File: src/rtl/fifo_wr_arbiter_pkg.sv
// rtl/fifo_wr_arbiter_pkg.sv - shared types and width helpers for the write-port arbiter
//
// Contents:
//   arb_state_t : arbiter FSM state (IDLE = free arbitration, LOCK = burst owner holds the port)
//   clog2       : ceiling log2, usable in parameter context
//   ptrw        : width of a requester index (never below 1 bit)
package fifo_arb_pkg;

   typedef enum logic {
      IDLE = 1'b0,
      LOCK = 1'b1
   } arb_state_t;

   function automatic int clog2(input int n);
      int r;
      r = 0;
      while ((1 << r) < n) begin
         r++;
      end
      return r;
   endfunction

   // Sizes pointer/owner registers; a single requester still needs one bit.
   function automatic int ptrw(input int n);
      return (clog2(n) < 1) ? 1 : clog2(n);
   endfunction

endpackage

File: src/rtl/fifo_wr_arbiter_if.sv
// rtl/fifo_wr_arbiter_if.sv - producer/buffer write-side bundle for the arbiter
//
// Signals:
//   Req      : per-requester write request (level, held until granted)
//   Reqdata  : packed request words, requester i at [i*WIDTH +: WIDTH]
//   Full     : buffer full flag
//   Gnt      : one-hot grant, word consumed in the same cycle
//   Wren     : buffer write enable
//   Datain   : buffer write data
//   Owner    : index of the last granted requester (registered)
//   Stallcnt : saturating count of cycles with pending requests while full
// Modports:
//   master : producer/buffer side (drives Req, Reqdata, Full)
//   slave  : arbiter side
interface fifo_wr_arbiter_if
   import fifo_arb_pkg::*;
#(
   parameter int NREQ  = 4,
   parameter int WIDTH = 32,
   parameter int CNTW  = 16
);

   localparam int PTRW = ptrw(NREQ);

   logic [NREQ-1:0]       Req;
   logic [NREQ*WIDTH-1:0] Reqdata;
   logic                  Full;
   logic [NREQ-1:0]       Gnt;
   logic                  Wren;
   logic [WIDTH-1:0]      Datain;
   logic [PTRW-1:0]       Owner;
   logic [CNTW-1:0]       Stallcnt;

   modport master (
      output Req, Reqdata, Full,
      input  Gnt, Wren, Datain, Owner, Stallcnt
   );

   modport slave (
      input  Req, Reqdata, Full,
      output Gnt, Wren, Datain, Owner, Stallcnt
   );

endinterface

File: src/rtl/fifo_wr_arbiter_rr_pick.sv
// rtl/fifo_wr_arbiter_rr_pick.sv - combinational rotate-priority encoder
//
// Ports:
//   req    : request vector
//   ptr    : highest-priority index (must be < NREQ)
//   onehot : one-hot winner, zero when nothing is requested
//   idx    : winner index, zero when nothing is requested
//   any    : at least one request present
module rr_pick
   import fifo_arb_pkg::*;
#(
   parameter int NREQ = 4,
   parameter int PTRW = 2
) (
   input  logic [NREQ-1:0] req,
   input  logic [PTRW-1:0] ptr,
   output logic [NREQ-1:0] onehot,
   output logic [PTRW-1:0] idx,
   output logic            any
);

   // Scan from the lowest priority back toward ptr so the last hit recorded
   // is the first requester at or after ptr in rotation order.
   always_comb begin
      int cand;
      onehot = '0;
      idx    = '0;
      any    = 1'b0;
      cand   = 0;
      for (int k = NREQ - 1; k >= 0; k--) begin
         cand = int'(ptr) + k;
         if (cand >= NREQ) begin
            cand = cand - NREQ;
         end
         if (req[cand]) begin
            idx = PTRW'(cand);
            any = 1'b1;
         end
      end
      if (any) begin
         onehot[idx] = 1'b1;
      end
   end

endmodule

File: src/rtl/fifo_wr_arbiter.sv
// rtl/fifo_wr_arbiter.sv - round-robin write-port arbiter with optional burst lock
//
// Ports:
//   Clk : write-domain clock (buffer write clock)
//   Rst : asynchronous active-low reset
//   bus : fifo_wr_arbiter_if.slave (Req/Reqdata/Full in, Gnt/Wren/Datain/Owner/Stallcnt out)
module fifo_wr_arbiter
   import fifo_arb_pkg::*;
#(
   parameter int NREQ  = 4,
   parameter int WIDTH = 32,
   parameter int BURST = 2,
   parameter int CNTW  = 16
) (
   input  logic               Clk,
   input  logic               Rst,
   fifo_wr_arbiter_if.slave   bus
);

   localparam int PTRW = ptrw(NREQ);
   localparam int BCW  = clog2(BURST + 1);

   arb_state_t      state, state_n;
   logic [PTRW-1:0] ptr, ptr_n;
   logic [PTRW-1:0] owner, owner_n;
   logic [BCW-1:0]  bcnt, bcnt_n;
   logic [CNTW-1:0] stall;

   logic [PTRW-1:0] pick_ptr, pick_idx;
   logic [NREQ-1:0] pick_oh;
   logic            pick_any;
   logic            any_req;
   logic            lock_hold;
   logic [NREQ-1:0] gnt;
   logic [NREQ-1:0] gnt_out;
   logic [WIDTH-1:0] datain;

   function automatic logic [PTRW-1:0] inc_mod(input logic [PTRW-1:0] v);
      return (int'(v) == NREQ - 1) ? '0 : v + 1'b1;
   endfunction

   assign any_req   = |bus.Req;
   assign lock_hold = (state == LOCK) && bus.Req[owner] && (int'(bcnt) < BURST);

   // A lock that is not held any more (owner dropped its request) releases the
   // pointer past the owner in the same cycle, so arbitration starts there.
   assign pick_ptr = (state == LOCK) ? inc_mod(owner) : ptr;

   rr_pick #(
      .NREQ (NREQ),
      .PTRW (PTRW)
   ) u_pick (
      .req    (bus.Req),
      .ptr    (pick_ptr),
      .onehot (pick_oh),
      .idx    (pick_idx),
      .any    (pick_any)
   );

   always_comb begin
      state_n = state;
      ptr_n   = ptr;
      owner_n = owner;
      bcnt_n  = bcnt;
      gnt     = '0;
      if (!bus.Full) begin
         if (!any_req) begin
            state_n = IDLE;
            bcnt_n  = '0;
         end else if (lock_hold) begin
            gnt[owner] = 1'b1;
            bcnt_n     = bcnt + 1'b1;
            if (int'(bcnt) + 1 >= BURST) begin
               state_n = IDLE;
               ptr_n   = inc_mod(owner);
            end
         end else if (pick_any) begin
            gnt     = pick_oh;
            owner_n = pick_idx;
            bcnt_n  = BCW'(1);
            if (BURST > 1) begin
               state_n = LOCK;
               ptr_n   = pick_idx;
            end else begin
               state_n = IDLE;
               ptr_n   = inc_mod(pick_idx);
            end
         end
      end
   end

   always_ff @(posedge Clk or negedge Rst) begin
      if (!Rst) begin
         state <= IDLE;
         ptr   <= '0;
         owner <= '0;
         bcnt  <= '0;
      end else begin
         state <= state_n;
         ptr   <= ptr_n;
         owner <= owner_n;
         bcnt  <= bcnt_n;
      end
   end

   always_ff @(posedge Clk or negedge Rst) begin
      if (!Rst) begin
         stall <= '0;
      end else if (bus.Full && any_req && (stall != {CNTW{1'b1}})) begin
         stall <= stall + 1'b1;
      end
   end

   // Reset forces the write side quiet even while requests are pending.
   assign gnt_out = Rst ? gnt : '0;

   always_comb begin
      datain = '0;
      for (int i = 0; i < NREQ; i++) begin
         if (gnt_out[i]) begin
            datain = bus.Reqdata[i*WIDTH +: WIDTH];
         end
      end
   end

   assign bus.Gnt      = gnt_out;
   assign bus.Wren     = |gnt_out;
   assign bus.Datain   = datain;
   assign bus.Owner    = owner;
   assign bus.Stallcnt = stall;

endmodule

File: src/flat_wrapper.sv
// flat-port wrapper written by rule: the top's interface ports become plain ports
module fifo_wr_arbiter_flat import fifo_arb_pkg::*;
#(
   parameter int NREQ  = 4,
   parameter int WIDTH = 32,
   parameter int BURST = 2,
   parameter int CNTW  = 16
)
  (Clk, Rst, bus_Req, bus_Reqdata, bus_Full, bus_Gnt, bus_Wren, bus_Datain, bus_Owner, bus_Stallcnt);
  fifo_wr_arbiter_if #(.NREQ(NREQ), .WIDTH(WIDTH), .CNTW(CNTW)) bus_i ();
  input  logic Clk;
  input  logic Rst;
  input wire logic [$bits(bus_i.Req)-1:0] bus_Req;
  input wire logic [$bits(bus_i.Reqdata)-1:0] bus_Reqdata;
  input wire logic [$bits(bus_i.Full)-1:0] bus_Full;
  output wire logic [$bits(bus_i.Gnt)-1:0] bus_Gnt;
  output wire logic [$bits(bus_i.Wren)-1:0] bus_Wren;
  output wire logic [$bits(bus_i.Datain)-1:0] bus_Datain;
  output wire logic [$bits(bus_i.Owner)-1:0] bus_Owner;
  output wire logic [$bits(bus_i.Stallcnt)-1:0] bus_Stallcnt;
  assign bus_i.Req = bus_Req;
  assign bus_i.Reqdata = bus_Reqdata;
  assign bus_i.Full = bus_Full;
  assign bus_Gnt = bus_i.Gnt;
  assign bus_Wren = bus_i.Wren;
  assign bus_Datain = bus_i.Datain;
  assign bus_Owner = bus_i.Owner;
  assign bus_Stallcnt = bus_i.Stallcnt;
  fifo_wr_arbiter #(.NREQ(NREQ), .WIDTH(WIDTH), .BURST(BURST), .CNTW(CNTW)) u_core (.Clk(Clk), .Rst(Rst), .bus(bus_i));
endmodule
File: config.mk
export PLATFORM = sky130hd
export DESIGN_NAME = fifo_wr_arbiter_flat
export DESIGN_NICKNAME = d
export VERILOG_FILES = /design/src/rtl/fifo_wr_arbiter_pkg.sv /design/src/rtl/fifo_wr_arbiter_if.sv /design/src/rtl/fifo_wr_arbiter_rr_pick.sv /design/src/rtl/fifo_wr_arbiter.sv /design/src/flat_wrapper.sv
export SDC_FILE = /design/constraint.sdc
export NUM_CORES = 1
export LEC_CHECK = 0
export CORE_MARGIN = 8
export CORE_UTILIZATION = 35
export CTS_BUF_LIST = sky130_fd_sc_hd__clkbuf_16
export CTS_CLUSTER_SIZE = 10
export DETAILED_ROUTE_END_ITERATION = 7
export PLACE_DENSITY_LB_ADDON = 0.05
export REMOVE_ABC_BUFFERS = 1
export SETUP_SLACK_MARGIN = 0.5
export SYNTH_ARGS = -nofsm -noshare
export SYNTH_HDL_FRONTEND = slang
export SYNTH_SLANG_ARGS = --single-unit
File: constraint.sdc
create_clock -name Clk -period 4 [get_ports Clk]
set_input_delay 0.6 -clock Clk [delete_from_list [all_inputs] [get_ports Clk]]
set_output_delay 0.6 -clock Clk [all_outputs]
set_load 0.02 [all_outputs]
# After elaboration in Yosys (flattened, before gate mapping)
# Index checks and enable logic that the tools add are counted.
totals:
  register_bits: 23
op_classes:
  add_sub_neg: 11
  n_lt_le_gt_ge: 14
  eq_ne: 5
  mux: 51
  bitwise: 2
  n_reduce_logical: 13
op_table:
  columns: ["cell", "count"]
  rows:
  - ["32-bit two-way mux", 8]
  - ["32-bit by 4-bit less-than comparator with 1-bit output (second input constant)", 4]
  - ["32-bit by 3-bit greater-or-equal comparator with 1-bit output (second input constant)", 1]
  - ["32-bit by 4-bit greater-or-equal comparator with 1-bit output (second input constant)", 1]
  - ["32-bit by 4-bit subtractor with 32-bit output (second input constant)", 1]
  - ["2-bit two-way mux", 12]
  - ["4-bit two-way mux", 5]
  - ["1-bit two-way mux", 19]
  - ["16-bit by 1-bit adder with 16-bit output (second input constant)", 1]
  - ["16-bit != test (second input constant)", 1]
  - ["1-bit binary-select mux with 2-bit select", 5]
  - ["4-bit AND reduction", 2]
  - ["4-bit OR reduction", 2]
  - ["3-bit by 3-bit subtractor with 4-bit output (second input constant)", 2]
  - ["2-bit by 1-bit adder with 3-bit output (second input constant)", 2]
  - ["2-bit by 2-bit adder with 3-bit output (second input constant)", 2]
  - ["3-bit greater-or-equal comparator (second input constant)", 2]
  - ["1-bit logical AND", 6]
  - ["2-bit by 3-bit less-than comparator with 1-bit output (second input constant)", 2]
  - ["2-bit by 1-bit adder with 2-bit output (second input constant)", 2]
  - ["1-bit demux with 2-bit select", 2]
  - ["2-bit by 1-bit greater-or-equal comparator with 1-bit output (second input constant)", 2]
  - ["2-bit by 3-bit subtractor with 4-bit output (second input constant)", 1]
  - ["2-bit by 3-bit greater-or-equal comparator with 1-bit output (second input constant)", 1]
  - ["9 further kinds", 10]

# Depth between registers and ports, before layout
logic_depth:
  word_depth: 26
  mapped_depth: 11
  ltp_nobuf: 9

# Modules after synthesis
# From an unflattened synthesis, not the netlist that was laid out.
unflattened:
  hier_cells: 438
  area_unflattened_um2: 3485.8
modules_own_cells:
  columns: ["module", "instances", "cells_each", "area_each_um2", "seq_area_each_um2"]
  rows:
  - ["fifo_wr_arbiter", 1, 405, 3274.4, 575.6]
  - ["rr_pick", 1, 33, 211.5, 0.0]

# Worst setup path before layout
# Ideal clock, no wire load.
synth_path:
  kind: "flip-flop to output port"
  startpoint: "register u_core.owner[0], in the netlist u_core.bus.Owner[0]"
  endpoint: "output bus_Datain[1]"
  arrival_time_ns: 2.944
  required_time_ns: 3.400
  slack_ns: 0.456
  path_stages_with_launch: 11
  path_cell_list: "dfrtp_1 > inv_1 > ha_1 > mux2i_2 > and4bb_4 > a211o_2 > o21ai_1 > o31ai_2 > buf_2 > a221oi_1 > a211oi_1"
synth_between:
  elab_chain_cells: 26
  word_cells_on_any_way: 62
  cone_classes: "add/sub (8); order compare (8); eq/ne (1); mux (41); reduce/logical (4)"
synth_lines:
  columns: ["item", "line", "source"]
  rows:
  - ["from (decl)", "fifo_wr_arbiter.sv:25", "logic [PTRW-1:0] owner, owner_n;"]
  - ["from (signal assigned)", "fifo_wr_arbiter.sv:101", "owner <= owner_n;"]
  - ["2-bit by 1-bit adder with 2-bit output or 2-bit by 1-bit == test with 1-bit output (tied branches)", "fifo_wr_arbiter.sv:39", "return (int'(v) == NREQ - 1) ? '0 : v + 1'b1;"]
  - ["2-bit two-way mux", "fifo_wr_arbiter.sv:39", null]
  - ["2-bit two-way mux", "fifo_wr_arbiter.sv:47", "assign pick_ptr = (state == LOCK) ? inc_mod(owner) : ptr;"]
  - ["2-bit by 2-bit adder with 3-bit output", "fifo_wr_arbiter_rr_pick.sv:31", "cand = int'(ptr) + k;"]
  - ["32-bit by 4-bit subtractor with 32-bit output or 32-bit by 4-bit greater-or-equal comparator with 1-bit output (tied branches)", "fifo_wr_arbiter_rr_pick.sv:33, fifo_wr_arbiter_rr_pick.sv:32", null]
  - ["32-bit two-way mux", "fifo_wr_arbiter_rr_pick.sv:32", "if (cand >= NREQ) begin"]
  - ["1-bit binary-select mux with 2-bit select", "fifo_wr_arbiter_rr_pick.sv:35", "if (req[cand]) begin"]
  - ["1-bit two-way mux (implied by the code) (2 in a row)", "fifo_wr_arbiter_rr_pick.sv:35", null]
  - ["[... 7 more ...]", null, null]
  - ["1-bit demux with 2-bit select", "fifo_wr_arbiter_rr_pick.sv:41", "onehot[idx] = 1'b1;"]
  - ["4-bit two-way mux", "fifo_wr_arbiter.sv:77", "end else if (pick_any) begin"]
  - ["4-bit two-way mux *", "fifo_wr_arbiter.sv:70", "end else if (lock_hold) begin"]
  - ["4-bit two-way mux *", "fifo_wr_arbiter.sv:67", "if (!any_req) begin"]
  - ["4-bit two-way mux *", "fifo_wr_arbiter.sv:66", "if (!bus.Full) begin"]
  - ["4-bit two-way mux *", "fifo_wr_arbiter.sv:115", "assign gnt_out = Rst ? gnt : '0;"]
  - ["32-bit two-way mux (3 in a row)", "fifo_wr_arbiter.sv:120", "if (gnt_out[i]) begin"]
  - ["32-bit two-way mux *", "fifo_wr_arbiter.sv:120", null]
  - ["to (decl)", "flat_wrapper.sv:18", "output wire logic [$bits(bus_i.Datain)-1:0] bus_Datain;"]
# Every way passes the cells marked *; elsewhere a longest branch is shown, timed or not. The select of a mux whose other input is x is not followed.

# Worst setup path after layout
layout_path:
  startpoint: "register u_core.owner[0], in the netlist u_core.bus.Owner[0]"
  endpoint: "output bus_Datain[20]"
# Same word-level chain as after synthesis.

==> impl_metrics.py <==
metrics = {
    "run_status": {
        "status": "finished clean",
    },
    "sta": {
        "setup_violations": 0,
        "fmax_mhz": 271,
        "fin_crit_sh_pct": 92.4,
        "relSlewSlack_pct": 60.4,
        "clock_skew_ns": 0.00255,
        "finalSetupTns_ns": 0,
        "hold_violations": 0,
        "hold-worst-slack_ns": 0.498,
        "layout_setup_ws_ns": 0.304,
        "max_slew.worst_pin.slew_ns": 0.589,
        "grt_setup_unrepaired": "yes",
        "slew_violations": 0,
        "min_period_ns": 3.70,
    },
    "cts": {
        "cts_root_buf": "clkbuf_16",
        "cts-buffers-inserted": 3,
        "clk_pin_slew_ns": 0.06,
        "clock_path_buffers": 2,
        "htree_levels": 1,
        "numClockSinks": 23,
        "tritoncts": "yes",
        "clk_latency_ns": 0.25,
    },
    "setup_path": {
        "reg2regPathDepth": 6,
        "worstPathArrival_ns": 3.10,
        "r2r_slack_ns": 1.68,
        "r2r-start": "u_core.bus.Owner[0]$_DFFE_PN0P_",
        "crit_path_start_kind": "flip-flop",
        "regToRegEndpoint": "u_core.bus.Owner[1]$_DFFE_PN0P_",
        "path_max_fanout": 8,
        "required_ns": 3.40,
        "end_kind": "primary output",
        "startpoint": "u_core.bus.Owner[0]$_DFFE_PN0P_",
        "path_class": "reg -> out",
    },
    "worst_hold_path": {
        "min_path_cells": 2,
        "hp-start": "u_core.bcnt[1]$_DFFE_PN0P_",
        "min_path_type": "reg -> reg",
        "min_to": "u_core.bcnt[1]$_DFFE_PN0P_",
    },
    "synthesis": {
        "ys_seq_area_share_pct": 22.2,
        "synth_common_cells": "nor2_1 (76), a211oi_2 (29), dfrtp_1 (23)",
        "yosysWarningCount": 0,
        "synth-main-ff-cell": "dfrtp_1",
        "syn_area_mm2": 0.00259,
        "synth_area_leader_cell": "dfrtp_1",
        "ys_top_cells_by_area": "dfrtp_1 (22%), a211oi_2 (14%), a221oi_2 (12%), nor2_1 (11%), a221oi_1 (4.1%)",
        "ys_async_sr_fraction_pct": 100,
        "synth_top_cell_area_share_pct": 22.2,
        "yosys.cell_count.top_type": "nor2_1",
        "yosysUniqueCellTypes": 53,
        "synth_edf_count": 0,
        "synth_seq_cells": 23,
        "syn_inst": 288,
        "avgSynthCellArea_um2": 9.01,
    },
    "global_route": {
        "grt_overflow": 0,
        "grt_usage_pct": 23.4,
        "grt_pass1_vias": 3611,
        "antenna_found_initial": 0,
        "grt_max_degree": 24,
        "grt_pass1_wl_um": 19300,
    },
    "floorplan": {
        "num_rows": 31,
        "die_width_um": 102,
        "initial_utilization_pct": 36.0,
        "fp.dieH_um": 102,
        "core-area_mm2": 0.00721,
        "die_area_mm2": 0.0104,
        "io_pins": 190,
    },
    "power_and_ir_drop": {
        "power.density_mw_per_mm2": 557,
        "irDropWorstVdd_uv": 447,
        "p_leak_nw": 2.38,
    },
    "placement": {
        "gp_congestion": 0.862,
        "place_inst": 593,
        "pre_cts_ws_ns": -0.142,
        "portBuffers": 189,
        "hpwl_um": 9530,
    },
    "drt": {
        "via_per_inst": 5.42,
        "antenna_left": 0,
        "wl_um": 14500,
        "via_count": 3426,
        "remaining_drc_errors": 0,
        "drt_iter0_drc": 112,
        "post_drt_wl_per_cell_um": 23.0,
        "first_pass_iters": 6,
    },
    "finish": {
        "fill_cells": 453,
        "seq_area_um2": 577,
        "multi_input_area_mm2": 0.00232,
        "final_nets": 675,
        "antenna_cells": 0,
        "drive_gt1_share_pct": 39.0,
        "fin_util_pct": 81.4,
        "area_growth_pct": 126,
        "layout.cells.non_filler": 632,
    },
    "job": {
        "cap_violations": 0,
    },
}
[power breakdown]
part           switching (mW)  internal, mW  total [mW]
logic                    1.31          1.37        2.69
clock network          0.0767         0.133       0.210
registers              0.0800         0.298       0.378
total                    1.47          1.81        3.28
[layout by cell type (no fill, tap or decap), drive strengths merged, types with 2 or more instances in the layout]
cell | synthesis | final
clkdlybuf4s50 | 0 | 148
a21o | 2 | 2
nand2b | 4 | 4
xor2 | 5 | 5
nor2 | 77 | 77
clkdlybuf4s15 | 0 | 2
nand2 | 14 | 14
nor4 | 2 | 2
nand4 | 5 | 5
nand3 | 8 | 8
xnor2 | 10 | 10
inv | 6 | 7
a221oi | 32 | 32
and3 | 4 | 4
nor2b | 2 | 2
dfrtp | 23 | 23
nor3 | 3 | 3
o311a | 2 | 2
dlygate4sd2 | 0 | 6
or3 | 2 | 2
o21ai | 7 | 7
ha | 6 | 6
clkbuf | 1 | 8
buf | 20 | 100
mux2i | 2 | 2
a211oi | 33 | 33
a21oi | 4 | 4
[worst max path at each step]
stage | end | cells after the start
6_report | bus_Datain[20] | 15
5_1_grt | bus_Datain[20] | 15
4_1_cts | bus_Datain[13] | 15
3_5_place_dp | bus_Datain[26] | 10
3_3_place_gp | bus_Datain[0] | 10
2_1_floorplan | bus_Datain[0] | 8
[per-layer routing]
layer / part of all wire, % / global-route usage (%) / up-vias
met5: 0 / 0 / -
met4: 3.2 / 5.19 / 0
met1: 39 / 27.7 / 1651
met2: 51 / 40.6 / 144
met3: 7.3 / 6.74 / 36
li1: - / - / 1595
[registers in the layout (all words and copies together) (netlist names)]
name and flops:
u_core.bcnt 2, u_core.bus.Stallcnt 16, u_core.bus.Owner 2, u_core.ptr 2, u_core.state 1
[layout make-up]
class	instances	area share, %
well taps	99	2.11
inverters	6	0.383
clock buffers	3	1.28
repair buffers	262	46.9
clock inverters	1	0.0639
flip-flops and latches	23	9.82
multi-input cells	238	39.5
[per-stage QoR]
stage	power [mW]	cell area (um2)
final	3.28	5880
after global placement	2.38	4900
after detailed placement	2.40	4900
after global routing	3.43	5880
after CTS	2.91	5380
after floorplan	1.43	2470
[logic make-up (layout without fill, tap and decap cells)]
logic type                 Yosys count  after routing  synth area share [%]
xor gates and xnor gates            15             15                  5.06
muxes                                4              4                  2.22
and+or+nand+nor                    126            126                  23.7
AOI/OAI and AO/OA                   87             87                  38.3
DFF                                 23             23                  22.2
adders and majority gates            6              6                  2.89
buffers and inverters               27            272                  5.64
[worst max-delay path: stages (launching register included)]
cell and delay, ns:
dfrtp_1 0.40, inv_2 0.07, ha_4 0.28, mux2i_4 0.08, buf_6 0.14, and4bb_4 0.21
nor4_4 0.36, buf_4 0.21, buf_6 0.11, o31ai_4 0.06, buf_6 0.14, buf_12 0.14
buf_12 0.15, a221oi_4 0.27, a211oi_2 0.06, buf_4 0.17
[timing repair]
item / in CTS / in global routing
hold buffers: 0 / 0
buffers inserted: 17 / 7
cloned: 6 / 5
pin swaps: 12 / 19
setup endpoints to repair: 37 / 36
gates resized for setup: 197 / 57
(Power assumes the default switching activity.)
